--- config.mk ---
export PLATFORM = sky130hd
export DESIGN_NAME = conv_requant
export DESIGN_NICKNAME = d
export VERILOG_FILES = /design/src/rtl/dnn_pkg.sv /design/src/rtl/requant_round_sat.sv /design/src/rtl/conv_requant.sv
export SDC_FILE = /design/constraint.sdc
export NUM_CORES = 2
export LEC_CHECK = 0
export CAP_MARGIN = 0
export CORE_AREA = 2 2 257 259
export CTS_CLUSTER_SIZE = 8
export DETAILED_ROUTE_END_ITERATION = 10
export DIE_AREA = 0 0 259 261
export PLACE_DENSITY = 0.85
export SETUP_SLACK_MARGIN = 0.02
export SLEW_MARGIN = 5
export SYNTH_ARGS = -nofsm -noshare
export SYNTH_HDL_FRONTEND = slang
export SYNTH_SLANG_ARGS = --single-unit
--- constraint.sdc ---
create_clock -name clk -period 7.04 [get_ports clk]
set_input_delay 1.408 -clock clk [delete_from_list [all_inputs] [get_ports clk]]
set_output_delay 1.408 -clock clk [all_outputs]
set_load 0.005 [all_outputs]
--- src/rtl/dnn_pkg.sv ---
// Shared types and constants for the DNN datapath blocks (conv requant,
// max-pool, future FC requant).
package dnn_pkg;

  localparam int ACC_W_DEFAULT = 32;

  // Requantized activation and raw accumulator types.
  typedef logic signed [7:0]               pixel_t;
  typedef logic signed [ACC_W_DEFAULT-1:0] acc_t;

  // Activation range after ReLU and saturation.
  localparam int PIX_MAX = 127;
  localparam int PIX_MIN = 0;

endpackage

--- src/rtl/requant_round_sat.sv ---
// Combinational requant back end: rounding right shift (round half up toward
// +inf), ReLU and saturation to the 0..127 activation range. Shared by the
// conv and FC requant paths.
module requant_round_sat
  import dnn_pkg::*;
#(
  parameter int PROD_W  = 50,
  parameter int SHIFT_W = 5
) (
  input  logic signed [PROD_W-1:0] prod,
  input  logic [SHIFT_W-1:0]       shift,
  output logic signed [7:0]        pixel,
  output logic                     sat_hi
);

  localparam logic signed [PROD_W:0] R_MAX = (PROD_W+1)'(PIX_MAX);

  // One guard bit above the product so adding the half-LSB cannot overflow.
  function automatic logic signed [PROD_W:0] round_shift(
    input logic signed [PROD_W-1:0] p,
    input logic [SHIFT_W-1:0]       s
  );
    logic signed [PROD_W:0] ext;
    logic signed [PROD_W:0] half;
    ext  = (PROD_W+1)'(p);
    half = '0;
    if (s == '0) begin
      return ext;
    end
    half[s - 1'b1] = 1'b1;
    return (ext + half) >>> s;
  endfunction

  // Negative values clip to zero (ReLU), large values clip to PIX_MAX.
  function automatic pixel_t clamp(input logic signed [PROD_W:0] r);
    if (r[PROD_W]) begin
      return pixel_t'(PIX_MIN);
    end
    if (r > R_MAX) begin
      return pixel_t'(PIX_MAX);
    end
    return pixel_t'(r[7:0]);
  endfunction

  // Flags outputs that were clipped at the top of the range.
  function automatic logic is_sat_hi(input logic signed [PROD_W:0] r);
    return !r[PROD_W] && (r > R_MAX);
  endfunction

  logic signed [PROD_W:0] rounded;

  // Round, then clamp and flag saturation.
  always_comb begin
    rounded = round_shift(prod, shift);
    pixel   = clamp(rounded);
    sat_hi  = is_sat_hi(rounded);
  end

endmodule

--- src/rtl/conv_requant.sv ---
// Conv accumulator requantization: bias add, fixed-point scale, rounding
// shift, ReLU and saturation into a valid-qualified 8-bit pixel stream with
// per-frame completion. Latency 3 cycles after the accepting edge.
// Optional feature: define CONV_REQUANT_SAT_CNT_EN to build the per-frame
// saturation counter behind sat_count (otherwise sat_count is tied to 0).
module conv_requant
  import dnn_pkg::*;
#(
  parameter int MAP_WIDTH = 28,
  parameter int ACC_W     = 32,
  parameter int SCALE_W   = 16,
  parameter int SHIFT_W   = 5
) (
  input  logic                                     clk,
  input  logic                                     rst,
  input  logic                                     valid_in,
  input  logic signed [ACC_W-1:0]                  acc_in,
  input  logic signed [ACC_W-1:0]                  bias,
  input  logic [SCALE_W-1:0]                       scale,
  input  logic [SHIFT_W-1:0]                       shift,
  output logic                                     valid_out,
  output logic signed [7:0]                        pixel_out,
  output logic                                     frame_done,
  output logic                                     busy,
  output logic [$clog2(MAP_WIDTH*MAP_WIDTH+1)-1:0] sat_count
);

  localparam int N      = MAP_WIDTH * MAP_WIDTH;
  localparam int CNT_W  = $clog2(N + 1);
  localparam int PROD_W = ACC_W + SCALE_W + 2;
  localparam logic [CNT_W-1:0] LAST = CNT_W'(N - 1);

  logic [CNT_W-1:0] in_count;
  logic [CNT_W-1:0] out_count;

  // Config latched on the first beat of each frame.
  logic signed [ACC_W-1:0] bias_l;
  logic [SCALE_W-1:0]      scale_l;
  logic [SHIFT_W-1:0]      shift_l;

  logic                    start;
  logic                    frame_end;
  logic signed [ACC_W-1:0] bias_eff;
  logic [SCALE_W-1:0]      scale_eff;
  logic [SHIFT_W-1:0]      shift_eff;

  // Frames in flight: at most two overlap (one draining, one filling).
  logic [1:0] fif;
  logic [1:0] fif_next;

  logic                    vld_p0;
  logic signed [ACC_W-1:0] acc_p0;
  logic signed [ACC_W-1:0] bias_p0;
  logic [SCALE_W-1:0]      scale_p0;
  logic [SHIFT_W-1:0]      shift_p0;

  logic                    vld_p1;
  logic signed [ACC_W:0]   sum_p1;
  logic [SCALE_W-1:0]      scale_p1;
  logic [SHIFT_W-1:0]      shift_p1;

  logic                     vld_p2;
  logic signed [PROD_W-1:0] prod_p2;
  logic [SHIFT_W-1:0]       shift_p2;

  logic signed [7:0] rs_pixel;
  logic              rs_sat;

  assign start     = valid_in && (in_count == '0);
  assign frame_end = vld_p2 && (out_count == LAST);

  // The first beat of a frame uses the live ports; later beats the latch.
  always_comb begin
    bias_eff  = start ? bias  : bias_l;
    scale_eff = start ? scale : scale_l;
    shift_eff = start ? shift : shift_l;
    fif_next  = fif + {1'b0, start} - {1'b0, frame_end};
  end

  // Control path: valids, counters, config latch, busy and output register.
  always_ff @(posedge clk) begin
    if (rst) begin
      vld_p0     <= 1'b0;
      vld_p1     <= 1'b0;
      vld_p2     <= 1'b0;
      valid_out  <= 1'b0;
      frame_done <= 1'b0;
      pixel_out  <= '0;
      in_count   <= '0;
      out_count  <= '0;
      bias_l     <= '0;
      scale_l    <= '0;
      shift_l    <= '0;
      fif        <= '0;
      busy       <= 1'b0;
    end else begin
      vld_p0     <= valid_in;
      vld_p1     <= vld_p0;
      vld_p2     <= vld_p1;
      valid_out  <= vld_p2;
      frame_done <= frame_end;
      if (vld_p2) begin
        pixel_out <= rs_pixel;
        out_count <= (out_count == LAST) ? '0 : out_count + 1'b1;
      end
      if (valid_in) begin
        in_count <= (in_count == LAST) ? '0 : in_count + 1'b1;
      end
      if (start) begin
        bias_l  <= bias;
        scale_l <= scale;
        shift_l <= shift;
      end
      fif  <= fif_next;
      busy <= (fif_next != 2'd0);
    end
  end

  // Stage p0: capture the beat together with the config it must use.
  always_ff @(posedge clk) begin
    if (valid_in) begin
      acc_p0   <= acc_in;
      bias_p0  <= bias_eff;
      scale_p0 <= scale_eff;
      shift_p0 <= shift_eff;
    end
  end

  // Stage p1: bias add with one extra bit so it cannot overflow.
  always_ff @(posedge clk) begin
    if (vld_p0) begin
      sum_p1   <= (ACC_W+1)'(acc_p0) + (ACC_W+1)'(bias_p0);
      scale_p1 <= scale_p0;
      shift_p1 <= shift_p0;
    end
  end

  // Stage p2: signed sum times unsigned scale at full product width.
  always_ff @(posedge clk) begin
    if (vld_p1) begin
      prod_p2  <= PROD_W'(sum_p1) * PROD_W'($signed({1'b0, scale_p1}));
      shift_p2 <= shift_p1;
    end
  end

  // Stage p3 (combinational into pixel_out): round, ReLU, saturate.
  requant_round_sat #(
    .PROD_W  (PROD_W),
    .SHIFT_W (SHIFT_W)
  ) u_round_sat (
    .prod   (prod_p2),
    .shift  (shift_p2),
    .pixel  (rs_pixel),
    .sat_hi (rs_sat)
  );

`ifdef CONV_REQUANT_SAT_CNT_EN
  logic [CNT_W-1:0] sat_acc;

  // Count top-clipped outputs per frame; publish and clear on frame end.
  always_ff @(posedge clk) begin
    if (rst) begin
      sat_acc   <= '0;
      sat_count <= '0;
    end else if (frame_end) begin
      sat_count <= sat_acc + CNT_W'(rs_sat);
      sat_acc   <= '0;
    end else if (vld_p2 && rs_sat) begin
      sat_acc <= sat_acc + 1'b1;
    end
  end
`else
  logic unused_sat;
  assign unused_sat = rs_sat;
  assign sat_count  = '0;
`endif

endmodule

* After elaboration in Yosys (flattened, before gate mapping)
Cells that the tools add are included.
** Storage, ports and cells
- Word-level logic and storage cells :: 59
- Output and inout bits :: 21
- Bits of input ports :: 88
- Register bits after elaboration :: 283
** Cells by class
- Equality and inequality tests :: 2
- Reduce and logical (&&, ||, !) cells :: 6
- Magnitude comparators :: 3
- Shift operators :: 1
- Multiply operators :: 1
- Mux-type cells :: 17
- Add/subtract/negate cells :: 7
** Operator list (number)
- $mux 51 :: 2
- $add 50x33->51 :: 1
- $gt 51x8->1 const B :: 1
- $sshr 51x5->51 :: 1
- $mul 33x17->50 :: 1
- $add 32x32->33 :: 1
- $mux 32 :: 1
- $mux 8 :: 4
- $add 10x1->10 const B :: 2
- $eq 10x10->1 const B :: 2
- $mux 10 :: 2
- $mux 16 :: 1
- $logic_not 10->1 :: 1
- $lt 5x7->1 const B :: 1
- $demux 1 s5 :: 1
- $ge 5x1->1 const B :: 1
- $logic_not 5->1 :: 1
- $mux 1 :: 5
- $mux 5 :: 1
- $sub 5x1->5 const B :: 1
- $logic_and 1x1->1 :: 3
- $add 2x1->2 :: 1
- $reduce_bool 2->1 :: 1
- $sub 2x1->2 :: 1

* Longest topological paths before layout
- Word-level depth :: 13
- Gate-level depth with buffers :: 30
- Mapped depth without buffers :: 29

* Hierarchy
Synthesis repeated with hierarchy kept, for this count alone.
** Unflattened totals
- Cell total of the unflattened synthesis :: 4177
- Area total of the unflattened synthesis :: 37280.8 µm²
** Modules (own cells, without submodules)
- conv_requant :: cells an instance 2955, sequential area each 7607.3 µm², instances 1, area each 29408.2 µm²
- requant_round_sat :: cells an instance 1222, sequential area each 0.0 µm², instances 1, area each 7872.6 µm²

* Worst setup path before layout
No wires, ideal clock.
- Kind :: flip-flop to flip-flop
- From :: register sum_p1[13]
- To :: register prod_p2[49] (data pin)
- Arrival time :: 7.349 ns
- Setup time :: 0.260 ns
- Slack :: -0.569 ns
- Path buffers :: 2
- Data required time :: 6.780 ns
- Cell stages (with the launch flop) :: 31
- Path through :: edfxtp_1 > clkbuf_1 > nand2_1 > fa_1 > inv_1 > fa_1 > inv_1 > fa_1 > inv_1 > fa_1 > inv_1 > fa_1 > inv_1 > fa_1 > ha_1 > clkbuf_1 > a21o_1 > a21oi_1 > nor2b_1 > nor3_1 > a21oi_1 > nor2_1 > o41ai_1 > a41oi_1 > o21ai_0 > o41ai_1 > o21ai_0 > or4_1 > a31o_2 > a21oi_1 > xnor2_1
** Between the ends
- Longest elaborated chain between the ends :: 1
** Ends and longest elaborated chain
- start: declaration :: line conv_requant.sv:58 : logic signed [ACC_W:0] sum_p1;
- start signal: assignment :: line conv_requant.sv:132 : sum_p1 <= (ACC_W+1)'(acc_p0) + (ACC_W+1)'(bias_p0);
- $mul 33x17->50 :: line conv_requant.sv:141 : prod_p2 <= PROD_W'(sum_p1) * PROD_W'($signed({1'b0, scale_p1}));
- end signal: assignment :: line conv_requant.sv:141
- end: declaration :: line conv_requant.sv:63 : logic signed [PROD_W-1:0] prod_p2;
No other way between the ends.
A chain may end at the register's enable or synchronous reset.

* Worst setup path after layout
- From :: register sum_p1[19]
- To :: register prod_p2[49] (data pin)
The elaborated chain is that of the path after synthesis.

==> results by group <==
Route
  • Initial drt markers: between 2000 and 3000
  • Drt pass-1 iters: 6
  • M1 wire length: roughly 38000 um
  • Vias per Instance: between 5 and 6
  • Wire per inst: 20.71 um
  • Detail Route Antenna Nets: 0
  • Vias: around 30000
  • Met2 wire len: about 50000 um
  • # DRC: 0
  • DR WL met3: 11160 um
  • Max Used Layer: met4
  • Overall routed net length: just over 100000 um

Clock network
  • Clk slew on worst S/H paths: about 0.06 ns
  • Clk buf depth: 3
  • Clock Sinks: 283
  • CTS H-tree lvls: 2
  • Root Driver: clkbuf_16
  • CTS tree: yes
  • CTS Buf Count: 42
  • Clock Latency Late Sink: ~0.6 ns

GRT
  • Gr usage total: a little under a third
  • Initial antenna violation count: 1
  • Vias in the first global route: 30800
  • Largest net degree at the start of global routing: 58
  • GRT Residual Overflow: 0
  • Global-route wire length before repair: between 150000 and 200000 um

Outcome
  • Status: finished with violations
  • Failing checks: setup timing

Critical path
  • CP Max Fanout: 6
  • CP Capture Point: prod_p2[49]
  • Reg2reg path depth: 23
  • Critical Path RT: 7.33 ns
  • Startpoint Class: flip-flop
  • Register-to-Register Setup Slack: -0.16 ns
  • CP Capture Type: flip-flop
  • Critical Path AT: around 7.5 ns
  • Crit path kind: reg -> reg
  • R2R Path End: prod_p2[49]
  • R2R Path Start: sum_p1[19]
  • Setup crit start: sum_p1[19]

Final layout
  • Finished Layout Cells: approximately 5000
  • Fill cell count: roughly 4700
  • Share of post-route cells with drive strength above 1: approximately an eighth
  • Util after Layout: between 60% and 70%
  • Area grow syn2layout: 15.40%
  • N_diodes: 0
  • Final net count: between 4000 and 5000

Floorplanning
  • Die footprint: between 0.06 and 0.07 sq mm
  • Rows: 94
  • Area of the core: 0.06504 sq mm
  • Chip width: 259 um
  • Die Y: approximately 260 um
  • Initial core utilization: about 54%
  • I/O Pins: between 100 and 150

Yosys
  • FFs w/ async S/R, synth: 0%
  • Synth Register Bits: between 200 and 300
  • Yosys warning count: 0
  • Yosys top cell area share: ~29%
  • Synth Cell Area: 0.03534 sq mm
  • Library cells used by synthesis: 96
  • Post-synth EDFFs: roughly 190
  • Top cell type by total area after synthesis: fa_1
  • Primary FF master, synth: edfxtp_1
  • Cell count after synthesis: 3845
  • Avg Cell Area, Syn: 9.192 sq um
  • Ranking of synthesized cells by area: fa_1 29%, edfxtp_1 16%, ha_1 6.7%
  • Register area share after synthesis: 21.52%

Hold path
  • Min-delay src: scale_p0[0]
  • Hold depth: 0
  • Hold Crit Class: reg -> reg

Timing
  • Endpoints failing setup: 6
  • Final Worst Setup Slack: -0.1562 ns
  • Slew Limit Fails: 0
  • Worst hold slack: roughly 0.37 ns
  • Worst-Margin Slew: about 1.2 ns
  • Fmax: approximately 140 MHz
  • Slew HR: about a fifth
  • Final min period: approximately 7.2 ns
  • Final Cycle Share: 102.2%
  • Fin. Hold Viols: 0
  • RSZ-0062 raised after global routing: yes
  • Clock skew: ~0.060 ns

Place
  • GP Congestion: 1.015
  • DP Cell Count: between 4000 and 5000
  • Port buffer count: between 90 and 100
  • DP HPWL: between 70000 and 80000 um

Job
  • Max-cap violations: 0
==> cells by family after synthesis <==
group                      count (synthesis)  share of synthesized area (%)
and+or+nand+nor                         1401                          18.90
buffers and inverters                    759                          8.206
adders and majority gates                693                          35.26
AOI/OAI and AO/OA                        512                          10.33
DFF                                      283                          21.52
xor gates and xnor gates                 134                          3.321
muxes                                     62                          2.446
other                                      1                        0.01061
==> how the worst min path moves through the flow <==
stage / end / slack [ns]
6_report: scale_p1[0] / 0.37
5_1_grt: scale_p1[0] / 0.38
4_1_cts: scale_p1[0] / 0.38
3_5_place_dp: scale_p1[1] / 0.40
3_3_place_gp: scale_p1[12] / 0.40
2_1_floorplan: scale_p1[0] / 0.40
==> cell usage after synthesis (all sizes together), types with 57 or more instances <==
library cell,count
xnor2,84
dfxtp,89
nor3,57
nand2,621
nand3,59
and2,246
nor2b,75
clkbuf,161
ha,188
inv,564
o21ai,80
edfxtp,194
nor2,188
fa,505
a21oi,128
==> cells in the final DEF (no fill, tap or decap), types with 12 or more instances in the layout <==
cell type | Yosys | layout
a211o_1 | 16 | 16
a211oi_1 | 23 | 23
a21o_1 | 38 | 38
a21oi_1 | 123 | 115
a21oi_2 | 5 | 12
a31oi_1 | 20 | 20
and2_1 | 246 | 241
and3_1 | 28 | 28
buf_4 | 12 | 285
buf_6 | 0 | 25
clkbuf_1 | 161 | 28
clkbuf_16 | 0 | 42
clkdlybuf4s50_1 | 0 | 96
dfxtp_1 | 89 | 87
edfxtp_1 | 194 | 194
fa_1 | 505 | 497
ha_1 | 188 | 176
inv_1 | 563 | 553
mux2_2 | 15 | 15
mux2i_1 | 29 | 29
mux4_2 | 18 | 18
nand2_1 | 621 | 616
nand2b_1 | 18 | 18
nand3_1 | 59 | 58
nand4_1 | 22 | 22
nor2_1 | 188 | 186
nor2b_1 | 75 | 75
nor3_1 | 57 | 56
nor4_1 | 22 | 22
o211ai_1 | 19 | 19
o21a_1 | 21 | 21
o21ai_0 | 73 | 65
o21bai_1 | 12 | 12
or2_2 | 14 | 14
or3_1 | 16 | 15
xnor2_1 | 84 | 84
xor2_1 | 50 | 50
==> layer usage <==
| metal | GRT usage (%) | vias to the layer above |
|---|---|---|
| met1 | 38.29 | 14440 |
| met2 | 50.25 | 1932 |
| met3 | 6.398 | 461 |
| met4 | 14.79 | 0 |
| met5 | 0 | - |
| li1 | - | 13070 |
==> through the flow <==
step / worst slack, ns / setup TNS [ns] / area (sq um)
after CTS: -0.07296 / -0.09291 / 40450
final: -0.1562 / -0.5452 / 40790
after floorplan: 0.02495 / 0 / 35470
after global routing: -0.3605 / -1.864 / 40790
after detailed placement: -0.3469 / -1.382 / 38790
after global placement: -0.2119 / -0.4216 / 38790
==> final cells by class <==
type	count	area (sq um)	area share (%)
timing repair buffer	414	3517	8.623
clock inverter	5	101.3	0.2485
sequential	283	7610	18.66
inverter	567	2128	5.218
tap	864	1081	2.651
multi-input combinational	2812	25160	61.70
clock buffer	72	1184	2.902
==> state kept, by name (all words and copies together) (netlist names), 2 cells and up <==
name and flops:
shift_p0 5, fif 2, scale_p1 16, bias_p0 32, sum_p1 33, shift_l 5
in_count 10, bias_l 32, scale_l 16, pixel_out 8, scale_p0 16, out_count 10
shift_p2 5, prod_p2 50, acc_p0 32, shift_p1 5
==> timing repair <==
action / CTS / global route
resized for setup: 37 / 66
pin swaps: 23 / 52
endpoints found under the setup margin: 8 / 9
buffers inserted: 27 / 15
hold buffers: 0 / 0
==> critical path: stages (launching register included) <==
cell and delay [ns]:
edfxtp_1 0.56, buf_4 0.24, buf_4 0.16, and2_1 0.15, fa_1 0.51, fa_1 0.55
inv_1 0.05, fa_1 0.53, fa_1 0.48, fa_1 0.51, inv_1 0.05, fa_1 0.43
ha_1 0.33, nor2_1 0.27, o31a_1 0.21, o41ai_4 0.11, a41oi_2 0.18, o21ai_2 0.10
o41ai_4 0.34, o21ai_2 0.10, or4_4 0.53, a31o_4 0.25, a21oi_2 0.15, xnor2_1 0.07
Power is not shown: default switching activity piles up to over one toggle a cycle in this logic, so the estimate is an artifact.
